==> config.mk <==
export PLATFORM = sky130hd
export DESIGN_NAME = fetch_stage
export DESIGN_NICKNAME = d
export VERILOG_FILES = /design/src/rtl/fetch_stage.sv
export SDC_FILE = /design/constraint.sdc
export NUM_CORES = 1
export LEC_CHECK = 0
export CORE_ASPECT_RATIO = 2
export CORE_MARGIN = 3
export CORE_UTILIZATION = 44
export DETAILED_ROUTE_END_ITERATION = 6
export GPL_TIMING_DRIVEN = 1
export PLACE_DENSITY = 0.86
export SYNTH_ARGS = -nofsm -noshare
export SYNTH_HDL_FRONTEND = slang
export SYNTH_SLANG_ARGS = --single-unit
==> constraint.sdc <==
create_clock -name CLK -period 1.75 [get_ports CLK]
set_input_delay 0.35 -clock CLK [delete_from_list [all_inputs] [get_ports CLK]]
set_output_delay 0.35 -clock CLK [all_outputs]
set_load 0.01 [all_outputs]
==> src/rtl/fetch_stage.sv <==
// fetch_stage: instruction-fetch stage and IF/ID pipeline register.
//
// Owns the PC, issues reads to the icache, and presents a registered
// instruction and its PC+4 to decode. Handles stalls, flushes,
// branch/jump redirects (including a redirect that arrives while a fetch
// is still outstanding) and halt.
//
// Ports:
//   CLK, nRST         clock (rising edge), async active-low reset
//   ihit, iload       icache hit and returned instruction word
//   stall, flush      hazard-unit hold / squash of IF/ID
//   redirect,
//   redirect_pc       one-cycle taken branch/jump and its target
//   halt_in           stop fetching (left only through reset)
//   iREN, iaddr       icache read request and address (= pc)
//   if_instr, if_npc,
//   if_valid          IF/ID register contents to decode
//   pend              a redirect is waiting for the outstanding fetch
module fetch_stage #(
    parameter logic [31:0] PC_INIT   = 32'h0000_0000,
    parameter logic [31:0] NOP_INSTR = 32'h0000_0000
) (
    input  logic        CLK,
    input  logic        nRST,
    input  logic        ihit,
    input  logic [31:0] iload,
    input  logic        stall,
    input  logic        flush,
    input  logic        redirect,
    input  logic [31:0] redirect_pc,
    input  logic        halt_in,
    output logic        iREN,
    output logic [31:0] iaddr,
    output logic [31:0] if_instr,
    output logic [31:0] if_npc,
    output logic        if_valid,
    output logic        pend
);

    typedef enum logic [0:0] {FETCH, HALTED} state_t;

    state_t      r_state;
    logic [31:0] r_pc;
    logic        r_pend;
    logic [31:0] r_pend_pc;
    logic [31:0] r_instr;
    logic [31:0] r_npc;
    logic        r_valid;

    state_t      w_state_nxt;
    logic [31:0] w_pc_nxt;
    logic        w_pend_nxt;
    logic [31:0] w_pend_pc_nxt;
    logic [31:0] w_instr_nxt;
    logic [31:0] w_npc_nxt;
    logic        w_valid_nxt;
    logic        w_bubble;
    logic        w_load;
    logic [31:0] w_pc_plus4;

    // 32-bit modulo add: wraps 0xFFFF_FFFC to 0.
    assign w_pc_plus4 = r_pc + 32'd4;

    always_comb begin
        w_state_nxt   = r_state;
        w_pc_nxt      = r_pc;
        w_pend_nxt    = r_pend;
        w_pend_pc_nxt = r_pend_pc;
        w_bubble      = 1'b0;
        w_load        = 1'b0;
        iREN          = 1'b0;

        case (r_state)
            FETCH: begin
                iREN = 1'b1;
                if (halt_in) begin
                    w_state_nxt = HALTED;
                    w_bubble    = 1'b1;
                end else if (redirect && !ihit) begin
                    // Fetch still outstanding: keep iaddr stable and park
                    // the target until the icache answers.
                    w_pend_nxt    = 1'b1;
                    w_pend_pc_nxt = redirect_pc;
                    w_bubble      = 1'b1;
                end else if (redirect) begin
                    w_pc_nxt   = redirect_pc;
                    w_pend_nxt = 1'b0;
                    w_bubble   = 1'b1;
                end else if (r_pend && ihit) begin
                    // Returned word belongs to the wrong path; drop it.
                    w_pc_nxt   = r_pend_pc;
                    w_pend_nxt = 1'b0;
                    w_bubble   = !stall || flush;
                end else begin
                    if (ihit && !stall) begin
                        w_pc_nxt = w_pc_plus4;
                        w_load   = 1'b1;
                    end else if (!ihit && !stall) begin
                        w_bubble = 1'b1;
                    end
                    // Flush squashes IF/ID even under stall; pc still
                    // follows the normal hit/stall rules above.
                    if (flush) begin
                        w_bubble = 1'b1;
                        w_load   = 1'b0;
                    end
                end
            end
            HALTED: ;
            default: w_state_nxt = FETCH;
        endcase

        w_instr_nxt = r_instr;
        w_npc_nxt   = r_npc;
        w_valid_nxt = r_valid;
        if (w_bubble) begin
            w_instr_nxt = NOP_INSTR;
            w_npc_nxt   = 32'd0;
            w_valid_nxt = 1'b0;
        end else if (w_load) begin
            w_instr_nxt = iload;
            w_npc_nxt   = w_pc_plus4;
            w_valid_nxt = 1'b1;
        end
    end

    always_ff @(posedge CLK or negedge nRST) begin
        if (!nRST) begin
            r_state   <= FETCH;
            r_pc      <= PC_INIT;
            r_pend    <= 1'b0;
            r_pend_pc <= 32'd0;
            r_instr   <= NOP_INSTR;
            r_npc     <= 32'd0;
            r_valid   <= 1'b0;
        end else begin
            r_state   <= w_state_nxt;
            r_pc      <= w_pc_nxt;
            r_pend    <= w_pend_nxt;
            r_pend_pc <= w_pend_pc_nxt;
            r_instr   <= w_instr_nxt;
            r_npc     <= w_npc_nxt;
            r_valid   <= w_valid_nxt;
        end
    end

    assign iaddr    = r_pc;
    assign if_instr = r_instr;
    assign if_npc   = r_npc;
    assign if_valid = r_valid;
    assign pend     = r_pend;

endmodule

After elaboration in Yosys (flattened, before gate mapping)
Index checks and enable logic that the tools add are counted.
- bits of input ports: 71
- word-level logic and storage cells: 54
- register bits after elaboration: 131
- output and inout bits: 99
- multiplexer cells: 30
- reductions and logical operators: 13
- add/sub/neg operators: 1
- bitwise operators: 3
- operators with widths (operator ; count):
    $mux 32 ; 7
    $add 32x3->32 const B ; 1
    $mux 1 ; 23
    $reduce_and 3->1 ; 2
    $reduce_bool 3->1 ; 2
    $logic_and 1x1->1 ; 4
    $reduce_and 4->1 ; 1
    $not 1->1 ; 3
    $logic_not 1->1 ; 2
    $reduce_bool 2->1 ; 1
    $logic_or 1x1->1 ; 1

Longest topological paths before layout
- word-level depth: 11
- gate-level depth with buffers: 7
- mapped depth without buffers: 6

Worst setup path after synthesis
OpenSTA, ideal clock, no wires.
- path kind: register to register
- start: reg r_state
- end: reg r_npc[27], in the netlist if_npc[27]
- setup time: 0.069 ns
- path slack: -0.189 ns
- path buffers: 2
- cell stages (with the launch flop): 7
- data required time: 1.681 ns
- clock period less this slack: 1.939 ns
- arrival: 1.871 ns
- cells stage by stage: dfrtp_1 > or3b_1 > buf_2 > or4_1 > buf_2 > or3_1 > nand3_1
- word-level cells in the longest chain between the ends: 2
- elaborated cells on any way between the ends: 4
- those cells by class: mux (3); reduce/logical (1)
- ends and longest elaborated chain (item ; line ; text):
    start, declared ; 42 ; state_t r_state;
    start signal, assigned ; 137 ; r_state <= w_state_nxt;
    $mux 1 ; 73 ; case (r_state)
    $mux 32 / $reduce_bool 2->1 (equally long branches) ; n/a ;
    end signal, assigned ; 142 ; r_npc <= w_npc_nxt;
    end, declared ; 47 ; logic [31:0] r_npc;
Several ways; a longest one is shown, not always the timed one.
A chain may end at the register's enable or synchronous reset.

Worst setup path in the final report
- start: reg r_pc[8], in the netlist iaddr[8]
- end: reg r_pc[31], in the netlist iaddr[31]
- word-level cells in the longest chain between the ends: 4
- ends and longest elaborated chain (item ; line ; text):
    start, declared ; 43 ; logic [31:0] r_pc;
    start signal, assigned ; 138 ; r_pc <= w_pc_nxt;
    $add 32x3->32 ; 62 ; assign w_pc_plus4 = r_pc + 32'd4;
    $mux 32 ; 95 ; if (ihit && !stall) begin
    $mux 32 ; 89 ; end else if (r_pend && ihit) begin
    $mux 32 ; 85 ; end else if (redirect) begin
Every way passes these cells. The select of a mux whose other input is x is not followed.

==> qor.yml <==
power_and_ir_drop:
  p_int_mw: 6.09
  power_leakage_nw: 4.80
  power.switching_mw: 2.07
  p_seq_share_pct: 40.1
  p_sw_share_pct: 25.3
  power_mw: 8.16
  pwr-share-comb_pct: 15.0
  p_clk_share_pct: 45.0
  power_density_nw_per_um2: 788
  ir_worst_vdd_uv: 641
sta:
  fin_crit_ns: 1.94
  hold_slack_ns: 0.433
  slew_headroom_pct: 72.0
  rsz0062_at_grt: "yes"
  slew_viol_final: 0
  finClkSkew_ns: 0.0101
  final.period_utilization_pct: 111
  fmax_ghz: 0.517
  final.setup.tns_ns: -1.81
  hold_viol: 0
  worst_pin_slew_ns: 0.409
  setup_ws_ns: -0.186
  finalSetupViolCount: 30
clock_tree:
  cts_root_buffer: "clkbuf_16"
  clk_pin_slew_worst_paths_ns: 0.06
  clockBufferDepth: 2
  tritoncts: "yes"
  clk_latency_ns: 0.42
  cts_buffers: 17
  clkSinkCount: 131
  htreeDepth: 4
synth:
  synth_edf_count: 0
  avgSynthCellArea_um2: 10.3
  yosys_warnings: 0
  synth.most_common_cell: "dfrtp_1"
  netlist.top_cell.by_area: "dfrtp_1"
  netlist_top_cells_count: "131 x dfrtp_1, 69 x nand2_1, 50 x o21ai_0, 43 x a22o_1, 33 x a21oi_1"
  syn_area_um2: 6260
  synth_seq_cells: 131
  synth_top_area_share_pct: 52.4
  synth_cell_types: 50
  synth_flop_cell: "dfrtp_1"
  syn_nets: 681
  async_flop_share_pct: 100
  postSynthCellCount: 609
  ys_seq_area_share_pct: 52.4
  yosys-top-cells-area: "dfrtp_1 52%, a22o_1 6.0%, mux2_2 5.8%"
die:
  core_um2: 13900
  die_area_um2: 15800
  io_pins: 170
  die_y_um: 175
  rows: 61
  start_util_pct: 45.0
  dieWidth_um: 90.3
place:
  hpwl_mm: 14.7
  port_buffers: 169
  placed_cell_area_um2: 9000
  dpl_worst_slack_ns: -0.545
  dp.cells: 1026
  place.gp.congestion: 0.927
layout:
  nFillCells: 858
  area_growth_pct: 65.5
  final_nets: 967
  fin_util_pct: 74.6
  seq_area_um2: 3290
  fin_area_um2: 10400
  antenna_cells: 0
  multi_input_area_um2: 3190
  final_cells: 1096
  drive_gt1_share_pct: 31.6
grt:
  grt_overflow: 0
  grt_usage_pct: 27.2
  grt_pass1_wl_mm: 33.8
  grt_pass1_vias: 6463
  grt_max_degree: 51
  antenna_found_initial: 0
setup_path:
  crit_family: "simple AND/OR/NAND/NOR gates"
  critPathLaunchType: "flip-flop"
  rr_worst_depth: 6
  crit_chain: "buf_6 > nand4_1 > or4_4 > nor4_4 > nor2_1 > a211oi_1"
  crit_fanout: 5
  critical-path-max-stage-delay_ns: 0.53
  critical_path_required_ns: 2.07
  path_class: "flip-flop to flip-flop"
  endpoint_kind: "flip-flop"
  worst-path-stages: 6
  slowest_stage: "or4_4"
  path_buf_inv: 1
  critPathArrivalTime_ns: 2.26
routing:
  initialDrtViolationCount: 646
  wl_per_cell_um: 22.2
  wl_mm: 24.3
  via_count: 6622
  dr.pass1.iters: 6
  viasPerCell: 6.04
  antenna_left: 0
  drc: 0
run_status:
  status: "finished, violations left"
  violations: "setup timing"
job:
  max-cap-violations: 0
hold_path:
  hold_path.class: "input port to asynchronous set/reset pin"
[logic make-up (layout without fill, tap and decap cells)]
logic type / Yosys count / count (layout) / synth area share [%]
mux: 32 / 32 / 5.76
xor+xnor: 27 / 27 / 3.78
fa+ha+maj: 1 / 1 / 0.200
compound gates: 169 / 170 / 18.2
simple gates: 194 / 194 / 16.2
flops: 131 / 131 / 52.4
buf+inv: 55 / 352 / 3.52
[power by group through the flow]
| stage | combinational [mW] | sequential (mW) | clock (mW) |
|---|---|---|---|
| 6_report | 1.22 | 3.27 | 3.67 |
| 5_1_grt | 1.29 | 3.28 | 3.83 |
| 4_1_cts | 1.08 | 3.25 | 3.69 |
| 3_5_place_dp | 1.06 | 3.30 | 0 |
| 3_3_place_gp | 1.03 | 3.30 | 0 |
| 2_1_floorplan | 0.348 | 3.34 | 0 |
[final cells by class]
type / count / share of cell area, %
sequential: 131 / 31.8
multi-input combinational: 424 / 30.8
timing repair buffer: 311 / 28.9
clock buffer: 19 / 4.37
tap: 189 / 2.28
clock inverter: 12 / 1.51
inverter: 10 / 0.362
[path summary, 6_finish.rpt]
check	from	to	slack, ns
setup / recovery	iaddr[8]$_DFFE_PN0P_	iaddr[31]$_DFFE_PN0P_	-0.19
hold / removal	nRST	iaddr[0]$_DFFE_PN0P_	0.43
setup reg to reg	iaddr[8]$_DFFE_PN0P_	iaddr[31]$_DFFE_PN0P_	-0.19
hold reg to reg	if_npc[21]$_DFFE_PN0P_	if_npc[21]$_DFFE_PN0P_	0.48
max in group asynchronous	nRST	if_npc[26]$_DFFE_PN0P_	0.72
min in group CLK	if_npc[21]$_DFFE_PN0P_	if_npc[21]$_DFFE_PN0P_	0.48
[flip-flops by register name, indices dropped and copies added, names as in the netlist]
| signal | count |
|---|---|
| r_pend_pc | 32 |
| if_instr | 32 |
| pend | 1 |
| r_state | 1 |
| if_npc | 32 |
| iaddr | 32 |
| if_valid | 1 |
[metal layers]
metal	GRT usage [%]	vias up	wire length [um]
met4	16.9	0	1700
li1	-	2803	-
met5	0	-	0
met3	5.34	136	1890
met1	29.1	3201	8350
met2	48.5	482	12400
[cell usage in the layout (no fill, tap or decap), types with 5 or more instances in the layout]
cell type | synthesis | routed
nand2_1 | 69 | 63
nand4_1 | 11 | 11
nand3_1 | 20 | 12
nor3_1 | 11 | 5
mux2_2 | 32 | 32
o21ai_0 | 50 | 15
xnor2_2 | 0 | 5
nor2_1 | 31 | 28
inv_1 | 10 | 10
buf_12 | 0 | 10
xor2_1 | 11 | 10
a2bb2oi_1 | 8 | 6
o21ai_1 | 0 | 34
buf_4 | 0 | 107
dfrtp_1 | 131 | 119
dfrtp_2 | 0 | 12
clkbuf_16 | 0 | 18
clkdlybuf4s50_1 | 0 | 135
buf_6 | 0 | 22
and3_1 | 18 | 17
nor4_4 | 2 | 7
o2bb2ai_1 | 5 | 5
a22o_1 | 43 | 43
or3_1 | 5 | 5
xnor2_1 | 16 | 11
nor3_4 | 0 | 5
a21oi_1 | 33 | 29
dlygate4sd2_1 | 0 | 24
[repair_timing]
action,4_1_cts,5_1_grt
endpoints found under the setup margin,83,123
gates resized for setup,68,108
setup buffers,15,18
endpoints found under the hold margin,23,0
pin swaps,12,43
hold buffers,1,0
cloned,2,4
No activity file was read; power rests on OpenSTA's default activity.
==> edit: new RTL, same flow settings <==
Make the reset (`nRST`) synchronous in one clocked block. Comments in the files are not updated.
--- a/src/rtl/fetch_stage.sv
+++ b/src/rtl/fetch_stage.sv
@@ -124,7 +124,7 @@
         end
     end
 
-    always_ff @(posedge CLK or negedge nRST) begin
+    always_ff @(posedge CLK) begin
         if (!nRST) begin
             r_state   <= FETCH;
             r_pc      <= PC_INIT;
Formal check against the unedited RTL: differs if nRST is asserted again (counterexample within 4 cycles, from zero or initial values and one cycle with nRST low); with nRST held inactive, the same outputs for 4 cycles.
==> edit against the original RTL <==
The flow still finishes with violations (setup timing); cell count increased by 7.8%; final area decreased by 7.5%; combinational power decreased by 30%; setup slack improved by 54 ps; sequential power decreased by 5%; sequential cell count unchanged; maximum frequency increased by 2.9%; power decreased by 8.1%; synthesized cell count increased by 28%; count of clock-buffer cells in the layout decreased by 2; synthesized area decreased by 3.5%; die area decreased by 3.3%; wire length decreased by 12%; critical path type unchanged; highest routed layer unchanged.
==> edit: results (changes against the original RTL) <==
status finished, violations left (unchanged); failing checks setup timing (unchanged); vias in the first global route 6,329 (was 6,463); final total negative setup slack -665 ps (was -1810 ps); Data arrival, critical path 2190 ps (was 2260 ps); share of synthesized area occupied by flip-flops and latches 0.434 (was 0.524); sequential power share 0.414 (was 0.401); combinational cell fraction of total power 0.114 (was 0.150); half-perimeter wire length of the detailed placement result 14,900 µm (was 14,700 µm); number of violations reported at the end of detailed-routing iteration 0 502 (was 646); multiplexer area fraction after synthesis 0.0118 (was 0.0576); flip-flop cell with the highest count after synthesis sky130_fd_sc_hd__dfxtp_1 (was sky130_fd_sc_hd__dfrtp_1); compound-gate portion of the synthesized area 0.221 (was 0.182); static leakage power 3.67 nW (was 4.80 nW); share of post-route cells with drive strength above 1 0.210 (was 0.316); xor/xnor cell area share of the yosys netlist 0.0377 (was 0.0378); worst clock skew 15.3 ps (was 10.1 ps); switching pwr 2.10 mW (was 2.07 mW); Post-Syn Nets 849 (was 681); worst max-slew margin expressed relative to the limit 0.739 (was 0.720); worst vdd ir 0.000772 V (was 0.000641 V); net count of the finished layout 1,086 (was 967); final setup fails 15 (was 30); FFs w/ async S/R, synth 0 (was 1.00); Final WS setup -131 ps (was -186 ps); worst-path maximum fanout 7 (was 5); main area contributors after synthesis sky130_fd_sc_hd__dfxtp_1, sky130_fd_sc_hd__nand2_1, sky130_fd_sc_hd__a21oi_1 (was sky130_fd_sc_hd__dfrtp_1, sky130_fd_sc_hd__a22o_1, sky130_fd_sc_hd__mux2_2); via/cell ratio 5.82 (was 6.04)
==> edit: changes by cell type after synthesis, moves of 7 or more <==
cell	before	now
sky130_fd_sc_hd__a2bb2oi_1	8	0
sky130_fd_sc_hd__o21ai_0	50	32
sky130_fd_sc_hd__dfxtp_1	0	131
sky130_fd_sc_hd__nand2_1	69	177
sky130_fd_sc_hd__mux2_2	32	1
sky130_fd_sc_hd__a22o_1	43	0
sky130_fd_sc_hd__xnor2_1	16	9
sky130_fd_sc_hd__dfrtp_1	131	0
sky130_fd_sc_hd__a211oi_1	1	35
sky130_fd_sc_hd__clkbuf_1	30	46
sky130_fd_sc_hd__nor2_1	31	57
sky130_fd_sc_hd__a21oi_1	33	109
==> edit: final cells by class <==
type                       count  area, µm²
clock buffer                  17        425
clock inverter                15        175
fill                         955       3860
inverter                      11       41.3
multi-input combinational    575       3430
sequential                   131       2660
tap                          155        194
timing repair buffer         278       2660
==> edit: worst max-delay path: stages, from the launching register on <==
cell and delay (ps):
sky130_fd_sc_hd__dfxtp_4 400, sky130_fd_sc_hd__nand3_4 130, sky130_fd_sc_hd__nor4_4 300, sky130_fd_sc_hd__buf_6 170, sky130_fd_sc_hd__and4b_2 270, sky130_fd_sc_hd__mux2_4 310
sky130_fd_sc_hd__o21bai_4 170
==> edit: logic make-up after synthesis <==
family / after synthesis
multiplexers: 7
adder cells (fa/ha/maj): 1
AO/OA/AOI/OAI: 220
AND/OR/NAND/NOR: 321
flip-flops: 131
buffers and inverters: 71
XOR/XNOR: 26
==> edit: per-stage QoR <==
| step | worst slack (ps) | util | instance area [µm²] | hold slack [ps] | cells |
|---|---|---|---|---|---|
| after floorplan | -93.6 | - | 6110 | 432 | 777 |
| after global placement | -435 | 0.640 | 8600 | 437 | 1139 |
| after detailed placement | -476 | 0.640 | 8600 | 443 | 1139 |
| after CTS | -80.3 | 0.688 | 9250 | 453 | 1173 |
| after global routing | -176 | 0.713 | 9580 | 416 | 1182 |
| final | -131 | 0.713 | 9580 | 393 | 1182 |
==> edit: final timing paths <==
kind                            depth (start not counted)            to    startpoint  slack (ps)
worst max-delay path                                    6     iaddr[29]     iaddr[12]        -130
worst min-delay path                                    4       r_state       halt_in         390
worst max register to register                          6     iaddr[29]     iaddr[12]        -130
worst min register to register                          2  r_pend_pc[7]  r_pend_pc[7]         450
==> edit: routing by layer <==
metal  vias up  part of all wire  wire length, µm  global-route usage
li1       3214                 -                -                   -
met1      3200              0.36             7670               0.286
met2       364              0.51            11000               0.461
met3       101             0.071             1530              0.0465
met4         0             0.058             1250               0.150
met5         -                 0                0                   0
==> edit: timing repair <==
item / 4_1_cts / 5_1_grt
endpoints found under the setup margin: 48 / 72
setup buffers: 2 / 9
gates cloned: 0 / 1
gates resized for setup: 48 / 53
pin swaps: 4 / 26
